$ cat config.mk
export PLATFORM = sky130hd
export DESIGN_NAME = ecc_auth_ctrl_p
export DESIGN_NICKNAME = d
export VERILOG_FILES = /design/src/rtl/ecc_auth_ctrl_p.sv
export SDC_FILE = /design/constraint.sdc
export NUM_CORES = 1
export LEC_CHECK = 0
export CORE_MARGIN = 2
export CORE_UTILIZATION = 53
export CTS_CLUSTER_SIZE = 25
export DETAILED_ROUTE_END_ITERATION = 10
export PLACE_DENSITY = 0.87
export RECOVER_POWER = 100
export SKIP_CTS_REPAIR_TIMING = 1
export SLEW_MARGIN = 10
export SYNTH_ARGS = -nofsm -noshare
export SYNTH_HDL_FRONTEND = slang
export SYNTH_SLANG_ARGS = --single-unit
$ cat constraint.sdc
create_clock -name clk -period 3.7 [get_ports clk]
set_clock_uncertainty 0.15 [all_clocks]
set_input_delay 0.555 -clock clk [delete_from_list [all_inputs] [get_ports clk]]
set_output_delay 0.555 -clock clk [all_outputs]
set_load 0.01 [all_outputs]
$ cat src/rtl/ecc_auth_ctrl_p.sv
// ecc_auth_ctrl_p: session controller for the ECC authentication datapath.
// Collects the private key (ROM words) and basepoint (serial decoder bits),
// then runs the start/enable/done handshake with the ECC point multiplier,
// guarded by a compute watchdog that raises a sticky error flag.
module ecc_auth_ctrl_p #(
    parameter int KEY_W    = 176,
    parameter int ROM_W    = 16,
    parameter int POINT_W  = 163,
    parameter int WDOG_CYC = 4096
) (
    input  logic               clk,
    input  logic               rst,
    input  logic               i_time_up,
    input  logic               i_auth_shift,
    input  logic               i_data_dec,
    input  logic               i_auth_ok,
    input  logic [1:0]         i_auth_step,
    input  logic               i_key_shift,
    input  logic [ROM_W-1:0]   i_data_rom,
    input  logic               i_done_ecc,
    output logic               o_start_ecc,
    output logic               o_en_ecc,
    output logic               o_done_ecc,
    output logic               o_err,
    output logic               o_busy,
    output logic [KEY_W-1:0]   o_key,
    output logic [POINT_W-1:0] o_basepoint
);

    localparam int KEY_WORDS = KEY_W / ROM_W;
    localparam int KC_W      = $clog2(KEY_WORDS + 1);
    localparam int PC_W      = $clog2(POINT_W + 1);
    localparam int WD_W      = $clog2(WDOG_CYC);

    typedef enum logic [2:0] {
        S_IDLE,
        S_READ_AUTH,
        S_READ_KEY,
        S_START,
        S_COMPUTE,
        S_FINISH,
        S_ERR
    } state_t;

    state_t             state_q, state_d;
    logic [KC_W-1:0]    key_cnt_q, key_cnt_d;
    logic [PC_W-1:0]    pt_cnt_q, pt_cnt_d;
    logic [WD_W-1:0]    wdog_q, wdog_d;
    logic               err_q, err_d;
    logic [KEY_W-1:0]   key_q, key_d;
    logic [POINT_W-1:0] bp_q, bp_d;

    logic key_full;
    logic key_take;
    logic pt_take;

    assign key_full = (key_cnt_q == KC_W'(KEY_WORDS));

    // Key words are accepted in any pre-compute state until the key is full;
    // the key stays frozen while the core is running.
    assign key_take = i_key_shift && !key_full &&
                      (state_q != S_START) && (state_q != S_COMPUTE);

    // Basepoint bits only load for step 1, during IDLE/READ_AUTH; extra bits
    // beyond POINT_W are discarded.
    assign pt_take = i_auth_shift && (i_auth_step == 2'd1) &&
                     ((state_q == S_IDLE) || (state_q == S_READ_AUTH)) &&
                     (pt_cnt_q < PC_W'(POINT_W));

    // Next-state, capture and counter logic; session timeout overrides the FSM.
    always_comb begin
        state_d   = state_q;
        key_cnt_d = key_cnt_q;
        pt_cnt_d  = pt_cnt_q;
        wdog_d    = wdog_q;
        err_d     = err_q;
        key_d     = key_q;
        bp_d      = bp_q;

        if (i_time_up) begin
            state_d   = S_IDLE;
            key_cnt_d = '0;
            pt_cnt_d  = '0;
        end else begin
            if (key_take) begin
                key_d     = {key_q[KEY_W-ROM_W-1:0], i_data_rom};
                key_cnt_d = key_cnt_q + KC_W'(1);
            end
            if (pt_take) begin
                bp_d     = {bp_q[POINT_W-2:0], i_data_dec};
                pt_cnt_d = pt_cnt_q + PC_W'(1);
            end

            case (state_q)
                S_IDLE: begin
                    if (i_auth_shift) begin
                        state_d = S_READ_AUTH;
                        err_d   = 1'b0;
                    end
                end
                S_READ_AUTH: begin
                    if (i_auth_ok) state_d = S_READ_KEY;
                end
                S_READ_KEY: begin
                    if (key_full) begin
                        case (i_auth_step)
                            2'd0:    state_d = S_FINISH;
                            2'd1,
                            2'd2:    state_d = S_START;
                            default: begin
                                state_d = S_ERR;
                                err_d   = 1'b1;
                            end
                        endcase
                    end
                end
                S_START: begin
                    wdog_d  = '0;
                    state_d = S_COMPUTE;
                end
                S_COMPUTE: begin
                    wdog_d = wdog_q + WD_W'(1);
                    if (i_done_ecc) begin
                        state_d = S_FINISH;
                    end else if (wdog_q == WD_W'(WDOG_CYC - 1)) begin
                        state_d = S_ERR;
                        err_d   = 1'b1;
                    end
                end
                S_FINISH, S_ERR: begin
                    state_d   = S_IDLE;
                    key_cnt_d = '0;
                    pt_cnt_d  = '0;
                end
                default: state_d = S_IDLE;
            endcase
        end
    end

    // State and datapath registers with synchronous reset.
    always_ff @(posedge clk) begin
        if (rst) begin
            state_q   <= S_IDLE;
            key_cnt_q <= '0;
            pt_cnt_q  <= '0;
            wdog_q    <= '0;
            err_q     <= 1'b0;
            key_q     <= '0;
            bp_q      <= '0;
        end else begin
            state_q   <= state_d;
            key_cnt_q <= key_cnt_d;
            pt_cnt_q  <= pt_cnt_d;
            wdog_q    <= wdog_d;
            err_q     <= err_d;
            key_q     <= key_d;
            bp_q      <= bp_d;
        end
    end

    // Moore output decode.
    assign o_start_ecc = (state_q == S_START);
    assign o_en_ecc    = (state_q == S_START) || (state_q == S_COMPUTE);
    assign o_done_ecc  = (state_q == S_FINISH);
    assign o_err       = err_q;
    assign o_busy      = (state_q != S_IDLE);
    assign o_key       = key_q;
    assign o_basepoint = bp_q;

endmodule

==> flow_summary_export.csv <==
group,metric,value,unit
sta,fin_setup_tns,0,ps
finish,fillCellCount,1908,
synth,postSynthRegisterBits,367,
sta,fmax,302,MHz
run,drv_cap,1,
sta,timing_worst_slew_pin_value,1670,ps
die,die_area,28500,µm²
power_and_ir_drop,leakagePower,8.05,nW
clock_network,cts-root-buf,"sky130_fd_sc_hd__clkbuf_16",
sta,maxSlewViolCount,121,
synth,synth_area,14400,µm²
finish,number_of_nets_at_the_end_of_the_flow,1688,
clock_network,h-tree-depth,2,
synth,synth.yosys.warnings,0,
finish,seq_area,7350,µm²
setup_path,start_kind,"flop",
clock_network,cts.path.max_buffers,3,
setup_path,critical_path_class,"reg2reg",
global_route,global_route_wire_length_before_repair,54800,µm
route,post_drt_via_cell_ratio,5.19,
setup_path,critical_path_peak_fanout,21,
setup_path,cp_data_required_time,3980,ps
setup_path,crit_path_top_delay_cell,"sky130_fd_sc_hd__nor2_2",
sta,final_hold_viol_count,0,
route,avgRoutedWirePerCell,17.4,µm
setup_path,crit_buf_inv,2,
synth,synth_largest_type_area_fraction,0.511,
route,drt-initial-drc-count,469,
synth,synth.distinct_cells,49,
sta,post-route-period-util,0.896,
synth,synth.avg_cell_area,10.9,µm²
route,via_count_of_the_routed_design,10500,
sta,rsz0062_at_grt,"false",
setup_path,end_kind,"flop",
setup_path,critical_path_data_arrival_time,3600,ps
die,top_level_ports,370,
die,chipHeight,169,µm
synth,synthDominantAreaCellType,"sky130_fd_sc_hd__dfxtp_1",
setup_path,critical_path_depth,6,
global_route,grt_start_max_net_pins,152,
finish,syn_to_final_growth,35.6,%
outcome,outcome,"finished, violations left",
clock_network,numCtsBuffers,37,
sta,final_period_minus_worst_setup_slack,3320,ps
die,floorplan.initialDensity,0.536,
placed_design,place_hpwl,25000,µm
finish,total_area_of_multi_input_combinational_cells,6560,µm²
power_and_ir_drop,report.power.total,8.11,mW
synth,synthTopCellsByArea,"sky130_fd_sc_hd__dfxtp_1, sky130_fd_sc_hd__mux2i_1, sky130_fd_sc_hd__nand2b_1",
global_route,antenna_found_initial,0,
global_route,first_global_vias,10500,
setup_path,critPathTopFamily,"simple AND/OR/NAND/NOR gates",
placed_design,place.port_buffers,369,
clock_network,cts_num_sinks,367,
global_route,grt_use_total,0.237,
route,first_pass_drt_iterations,5,
route,detail-route-antenna-nets,0,
synth,synth_seq_area_share,0.511,
clock_network,clkLatencyLatePin,500,ps
clock_network,cts_tree,"yes",
route,detail_route.wirelength,35100,µm
min_path,min_delay_path_depth,2,
synth,synth_fp_nets,1348,
finish,final_layout_size_suffix_gt1_frac,0.0464,
setup_path,crit_path_max_incr_delay,910,ps
route,drc_errors,0,
setup_path,r2r_cells,6,
global_route,remaining_global_route_overflow,0,
sta,timing.max_slew.rel_slack,-0.116,
die,die_w,169,µm
power_and_ir_drop,vdd.ir_drop.worst,0.272,mV
die,coreArea,26800,µm²
synth,post_synth_inst_count,1316,
placed_design,gp_congestion,0.842,
setup_path,timing.critical_path.cells,"or3b_1 > o2111ai_1 > buf_4 > nor2_2 > clkbuf_2 > mux2i_1",
min_path,min-delay-path-class,"reg2reg",
die,core.rowCount,60,
finish,num_antenna_cells,0,
outcome,violations,"capacitance limit, slew limit",
clock_network,cts.reportedPaths.clkPinSlew,60,ps
power_and_ir_drop,cellPowerDensity,416,nW/µm²
sta,setup_viol,0,
[through the flow]
stage	instance area [µm²]	instances	utilization	setup slack, ps	hold slack, ps
floorplan	14400	1316	-	1660	287
global placement	18400	1958	0.685	926	304
detailed placement	18400	1958	0.685	850	319
CTS	19600	2022	0.731	446	331
global route	19500	2022	0.728	148	355
finish	19500	2022	0.728	384	323
[worst register-to-register path: cells and delay by family, from the launching register on]
kind	cells	cell delay, ps
simple gates	2	1230
buf+inv	2	730
flops	1	660
mux	1	230
compound gates	1	240
[flip-flops by register name, indices dropped and copies added, names as in the netlist]
register / flops
state_q: 3
wdog_q: 12
o_key: 176
key_cnt_q: 4
o_basepoint: 163
o_err: 1
pt_cnt_q: 8
[logic make-up (layout without fill, tap and decap cells)]
| logic type | Yosys count | count (layout) | share of synthesized area |
|---|---|---|---|
| flops | 367 | 367 | 0.511 |
| fa+ha+maj | 6 | 6 | 0.00522 |
| mux | 324 | 324 | 0.226 |
| compound gates | 74 | 74 | 0.0336 |
| simple gates | 432 | 432 | 0.185 |
| xor+xnor | 15 | 15 | 0.00914 |
| buf+inv | 98 | 463 | 0.0304 |
[cell usage in the layout (no fill, tap or decap), types with 18 or more instances in the layout]
master	netlist	final
sky130_fd_sc_hd__clkbuf_16	0	39
sky130_fd_sc_hd__clkdlybuf4s50_1	0	23
sky130_fd_sc_hd__dfxtp_1	367	367
sky130_fd_sc_hd__dlygate4sd3_1	0	345
sky130_fd_sc_hd__mux2i_1	324	324
sky130_fd_sc_hd__nand2b_1	344	344
sky130_fd_sc_hd__nor2_1	21	21
sky130_fd_sc_hd__nor2b_1	18	18
sky130_fd_sc_hd__o21ai_0	18	33
[report_power, final]
part / internal [mW] / switching [mW]
logic: 0.191 / 0.181
clock network: 2.26 / 1.50
registers: 3.97 / 0.0121
[area by class of cell]
type                    instances  area share
clock inverters                11     0.00597
clock buffers                  53      0.0579
well taps                     341      0.0219
flip-flops and latches        367       0.377
inverters                       9     0.00173
multi-input cells             851       0.336
repair buffers                390       0.199
[final timing paths]
path / startpoint / end / slack (ps)
setup reg to reg: state_q[0]$_SDFFE_PP0P_ / o_key[116]$_SDFFE_PP0P_ / 380
hold / removal: o_err$_SDFFE_PP0P_ / o_err$_SDFFE_PP0P_ / 320
hold reg to reg: o_err$_SDFFE_PP0P_ / o_err$_SDFFE_PP0P_ / 320
setup / recovery: state_q[0]$_SDFFE_PP0P_ / o_key[116]$_SDFFE_PP0P_ / 380
[per-layer routing]
layer / part of all wire / track usage / wire, µm
met1: 0.41 / 0.277 / 14400
met2: 0.47 / 0.401 / 16500
met3: 0.086 / 0.0903 / 3040
met4: 0.033 / 0.0802 / 1150
met5: 0 / 0 / 0
[Yosys cell counts (all sizes together)]
| master | number |
|---|---|
| or2 | 1 |
| nand4bb | 1 |
| a211oi | 2 |
| buf | 39 |
| nand3 | 6 |
| o41ai | 1 |
| or3 | 4 |
| o22ai | 3 |
| o21ai | 38 |
| nor4 | 3 |
| nor4b | 1 |
| a221oi | 1 |
| nand3b | 1 |
| or4b | 2 |
| a2111oi | 6 |
| clkbuf | 50 |
| and3 | 3 |
| inv | 9 |
| nor2 | 22 |
| nor2b | 18 |
| or3b | 1 |
| a21oi | 10 |
| ha | 6 |
| and4bb | 2 |
| nor3 | 6 |
| nand2b | 344 |
| mux2i | 324 |
| nand2 | 7 |
| o2111ai | 5 |
| dfxtp | 367 |
| or4 | 2 |
| and4 | 1 |
| a211o | 1 |
| o31ai | 1 |
| a21o | 1 |
| xor2 | 10 |
| xnor2 | 5 |
| o31a | 1 |
| and2 | 1 |
| a41oi | 1 |
| nand4 | 5 |
| and4b | 1 |
| o211ai | 3 |
Power figures use the tool's default switching activity.
